File: src/rtl/alu_arbiter.sv
// alu_arbiter: shares one combinational ALU between two valid/ready requesters.
// The arbiter grants at most one port per cycle and drives the shared ALU with
// that port's operands. Results and flags are captured into a per-port
// response register, which is held until the requester accepts it.
// Contention is round-robin by default. Define ALU_ARB_FIXED_PRIO_EN to make
// port 0 always win; port 1 can then starve.
module alu_arbiter #(
  parameter int DATA_WIDTH = 32
) (
  input  logic                  clk,
  input  logic                  rst,
  input  logic                  req0_valid,
  output logic                  req0_ready,
  input  logic [DATA_WIDTH-1:0] req0_A,
  input  logic [DATA_WIDTH-1:0] req0_B,
  input  logic [2:0]            req0_op,
  input  logic                  req1_valid,
  output logic                  req1_ready,
  input  logic [DATA_WIDTH-1:0] req1_A,
  input  logic [DATA_WIDTH-1:0] req1_B,
  input  logic [2:0]            req1_op,
  output logic                  rsp0_valid,
  input  logic                  rsp0_ready,
  output logic [DATA_WIDTH-1:0] rsp0_result,
  output logic [2:0]            rsp0_flags,
  output logic                  rsp1_valid,
  input  logic                  rsp1_ready,
  output logic [DATA_WIDTH-1:0] rsp1_result,
  output logic [2:0]            rsp1_flags,
  output logic [DATA_WIDTH-1:0] alu_A,
  output logic [DATA_WIDTH-1:0] alu_B,
  output logic [2:0]            alu_op,
  input  logic [DATA_WIDTH-1:0] alu_Result,
  input  logic                  alu_Overflow,
  input  logic                  alu_CarryOut,
  input  logic                  alu_Zero
);

  logic elig0, elig1;
  logic grant0, grant1;

`ifndef ALU_ARB_FIXED_PRIO_EN
  // 1 means port 1 won most recently, so port 0 is preferred next.
  logic last_grant;
`endif

  // Eligibility and grant selection. A response slot that is being drained
  // in this cycle counts as free. No grant is given while in reset.
  always_comb begin
    elig0 = req0_valid & (~rsp0_valid | rsp0_ready);
    elig1 = req1_valid & (~rsp1_valid | rsp1_ready);
`ifdef ALU_ARB_FIXED_PRIO_EN
    grant0 = ~rst & elig0;
    grant1 = ~rst & elig1 & ~elig0;
`else
    grant0 = ~rst & elig0 & (~elig1 | last_grant);
    grant1 = ~rst & elig1 & (~elig0 | ~last_grant);
`endif
  end

  assign req0_ready = grant0;
  assign req1_ready = grant1;

  // Shared ALU input mux. Port 0 is the idle default so the ALU inputs are never X.
  always_comb begin
    alu_A  = req0_A;
    alu_B  = req0_B;
    alu_op = req0_op;
    if (grant1) begin
      alu_A  = req1_A;
      alu_B  = req1_B;
      alu_op = req1_op;
    end
  end

`ifndef ALU_ARB_FIXED_PRIO_EN
  // Round-robin pointer. It holds its value in cycles without a grant.
  always_ff @(posedge clk) begin
    if (rst)         last_grant <= 1'b1;
    else if (grant0) last_grant <= 1'b0;
    else if (grant1) last_grant <= 1'b1;
  end
`endif

  // Port 0 response register. A new capture takes precedence over a drain.
  always_ff @(posedge clk) begin
    if (rst) begin
      rsp0_valid  <= 1'b0;
      rsp0_result <= '0;
      rsp0_flags  <= '0;
    end else if (grant0) begin
      rsp0_valid  <= 1'b1;
      rsp0_result <= alu_Result;
      rsp0_flags  <= {alu_Overflow, alu_CarryOut, alu_Zero};
    end else if (rsp0_ready) begin
      rsp0_valid  <= 1'b0;
    end
  end

  // Port 1 response register. A new capture takes precedence over a drain.
  always_ff @(posedge clk) begin
    if (rst) begin
      rsp1_valid  <= 1'b0;
      rsp1_result <= '0;
      rsp1_flags  <= '0;
    end else if (grant1) begin
      rsp1_valid  <= 1'b1;
      rsp1_result <= alu_Result;
      rsp1_flags  <= {alu_Overflow, alu_CarryOut, alu_Zero};
    end else if (rsp1_ready) begin
      rsp1_valid  <= 1'b0;
    end
  end

endmodule

File: config.mk
export PLATFORM = sky130hd
export DESIGN_NAME = alu_arbiter
export DESIGN_NICKNAME = d
export VERILOG_FILES = /design/src/rtl/alu_arbiter.sv
export SDC_FILE = /design/constraint.sdc
export NUM_CORES = 1
export LEC_CHECK = 0
export ABC_AREA = 0
export CAP_MARGIN = 20
export CELL_PAD_IN_SITES_DETAIL_PLACEMENT = 0
export CELL_PAD_IN_SITES_GLOBAL_PLACEMENT = 1
export CORE_ASPECT_RATIO = 2
export CORE_MARGIN = 5
export CORE_UTILIZATION = 21
export DETAILED_ROUTE_END_ITERATION = 16
export GPL_ROUTABILITY_DRIVEN = 1
export PLACE_DENSITY = 0.84
export SLEW_MARGIN = 10
export SYNTH_ARGS = -nofsm -noshare
export SYNTH_HDL_FRONTEND = slang
export SYNTH_SLANG_ARGS = --single-unit
export TNS_END_PERCENT = 30
File: constraint.sdc
create_clock -name clk -period 2.1 [get_ports clk]
set_clock_uncertainty 0.1 [all_clocks]
set_input_delay 0.525 -clock clk [delete_from_list [all_inputs] [get_ports clk]]
set_output_delay 0.525 -clock clk [all_outputs]
set_load 0.02 [all_outputs]
==> flow_summary_export.csv, run 1 <==
group,metric,value,unit
logic_synthesis,yosys.area_share.adder,0,
cts,clock_latency,330,ps
placement,gp_congestion,0.906,
logic_synthesis,synth_top_family_by_area,"multiplexers",
cts,ctsHoldBuffers,0,
finish,mostFrequentLayoutCells,"clkdlybuf4s50_1 (240), mux2_4 (78), dfxtp_1 (72)",
cts,cts_tree,"done",
placement,place_inst,831,
logic_synthesis,synth_compound_area_frac,0.00500,
sta,finalCriticalPeriod,2490,ps
logic_synthesis,syn-instance-count,315,
route,wl_per_cell,20.5,um
power,powerDensity,631,nW/um^2
hold_path,hold_class,"in2reg",
finish,fill_cells,1645,
logic_synthesis,syn_avg_cell_area,11.9,um^2
placement,io_buffer_count,315,
placement,dpl-instance-area,7180,um^2
worst_setup_path,start_kind,"primary input",
finish,drive_above_1_share,0.402,
worst_setup_path,required,1470,ps
route,dr.first_iter.drc_count,73,
route,vias,3798,
route,drt-pass1-iter-count,4,
finish,final_common_cell,"clkdlybuf4s50_1",
finish,final_cells,869,
logic_synthesis,synth.cell_area,3750,um^2
logic_synthesis,yosys_register_bits,73,
logic_synthesis,synth_top_area_frac,0.390,
sta,fin_crit_sh,1.18,
sta,finalHoldViolCount,0,
finish,fin_area,7990,um^2
worst_setup_path,crit_top_cell,"buf_6",
finish,area_growth,113,%
worst_setup_path,cp_top_family,"buffers and inverters",
finish,diodes,0,
worst_setup_path,cp.arrival,1860,ps
worst_setup_path,cp_cell_sequence,"buf_2 -> nand2b_4 -> nand3_2 -> nand4b_1 -> buf_6 -> buf_12 -> clkbuf_16 -> mux2_4 -> buf_6",
logic_synthesis,synth_seq_area_share,0.390,
die,core-area,17700,um^2
route,drt.antenna.violating_nets,0,
sta,fin_ws,-387,ps
die,rows,69,
sta,slew_viol_final,0,
worst_setup_path,cp-end-kind,"primary output",
route,drc,0,
cts,clock-root-buffer,"clkbuf_16",
grt,track_usage,0.158,
outcome,outcome,"finished with violations",
power,leakage,3.55,nW
logic_synthesis,ys_warn_count,0,
cts,cts_max_level,3,
logic_synthesis,syn_nets,490,
grt,grt_pass1_wl,25300,um
cts,cts.path.max_buffers,2,
worst_setup_path,critPathMaxFanout,5,
logic_synthesis,synth_cell_type_count,18,
logic_synthesis,synth_top_area_cell,"dfxtp_1",
logic_synthesis,synth_xor_area_frac,0,
run,maxCapViolCount,0,
grt,overflow,0,
worst_setup_path,path_class,"in2out",
route,via_per_inst,4.37,
worst_setup_path,cp_num_buf_inv,5,
logic_synthesis,synth_area_leaders,"dfxtp_1 (39%), mux2_2 (33%), nor2b_1 (12%)",
die,die_w,105,um
cts,cts_sinks,73,
worst_setup_path,cpMaxStageDelayCell,"mux2_4",
power,ir_worst_vdd,518,uV
logic_synthesis,synthSimpleGateAreaFrac,0.131,
grt,grt_max_degree,74,
die,start_util,0.212,
logic_synthesis,synthMuxAreaShare,0.439,
route,wl,17800,um
die,die_h,199,um
placement,pre_cts_slack,-1140,ps
sta,max_freq,402,MHz
outcome,violations,"negative setup slack",
cts,path_clk_slew,60,ps
sta,tightest_slew,758,ps
sta,rsz0062_at_grt,"true",
die,num_io_pins,316,
grt,first_global_vias,4157,
sta,setup_viol,68,
die,die-area,20800,um^2
placement,hpwl,13200,um
worst_setup_path,cpPeakStageDelay,320,ps
cts,cts_made_buffers,9,
sta,timing.slew.headroom,0.494,
grt,antenna_found_initial,0,
finish,layout.nets,826,
-- per-stage QoR --
stage	TNS, ps	util	power, mW	hold WS [ps]
after global placement	-113530	0.406	3.14	390
after floorplan	-4970	-	2.30	370
after detailed placement	-113230	0.406	3.17	416
after CTS	-23750	0.435	5.04	424
after global routing	-23660	0.452	5.28	405
final	-19950	0.452	5.05	392
-- sequential cells by signal (all words and copies together), names as in the netlist --
name	flops
last_grant	1
rsp0_flags	3
rsp0_result	32
rsp0_valid	1
rsp1_flags	3
rsp1_result	32
rsp1_valid	1
-- worst paths after layout --
kind / start / to / slack [ps] / depth (start not counted)
max reg2reg: rsp0_valid / rsp0_result[31] / 60 / 8
min: rsp1_ready / rsp1_valid / 390 / 3
max: rsp0_ready / alu_A[14] / -390 / 9
min reg2reg: rsp1_valid / rsp1_valid / 420 / 2
-- cells by family after synthesis --
group | after synthesis
AOI/OAI and AO/OA | 3
buffers and inverters | 25
DFF | 73
muxes | 137
and+or+nand+nor | 77
-- power by group --
group / switching, mW / internal [mW]
registers: 0.0576 / 1.50
logic: 0.693 / 1.03
clock network: 0.592 / 1.17
total: 1.34 / 3.70
-- timing repair --
action	CTS	global route
resized for setup	358	88
cloned	5	1
endpoints found under the setup margin	133	78
pin swaps	1	1
setup buffers	13	5
-- worst reg2reg max path, stage by stage, from the launching register on --
cell      delay, ps
dfxtp_2         340
nand2b_4         70
buf_4           100
buf_4            80
buf_4            90
nand2_1          60
or3_4           370
clkbuf_8        320
mux2_4          390
-- cell usage after synthesis --
library cell and count:
nand3_1 1, mux2_4 28, nand2b_4 1, nor2b_1 70, or3_1 1, o21ai_0 2
a211o_1 1, dfxtp_1 73, and3b_1 1, nand4b_1 1, buf_2 7, nand2b_1 1
buf_1 3, mux2_2 109, buf_6 4, nand2_1 1, clkbuf_1 9, inv_1 2
-- area by class of cell --
type	instances	area, um^2	area share
Sequential cell	73	1460	0.183
Inverter	2	10.0	0.00125
Clock inverter	6	115	0.0144
Clock buffer	10	229	0.0286
Tap cell	213	267	0.0333
Multi-Input combinational cell	217	2360	0.296
Timing Repair Buffer	348	3550	0.444
-- layer usage --
layer	track usage	wire, um	vias to the layer above
li1	-	-	1757
met1	0.142	5440	1765
met2	0.306	9910	231
met5	0	0	-
met4	0.0812	902	0
met3	0.0546	1560	45
No activity file was read; power rests on OpenSTA's default activity.
==> run 2: changes to the inputs <==
--- a/config.mk
+++ b/config.mk
@@ -13,7 +13,7 @@
 export CORE_MARGIN = 5
 export CORE_UTILIZATION = 21
 export DETAILED_ROUTE_END_ITERATION = 16
-export GPL_ROUTABILITY_DRIVEN = 1
+export GPL_ROUTABILITY_DRIVEN = 0
 export PLACE_DENSITY = 0.84
 export SLEW_MARGIN = 10
 export SYNTH_ARGS = -nofsm -noshare
==> results of run 2 <==
No change in the layout: final DEF, timing and power equal those of run 1.
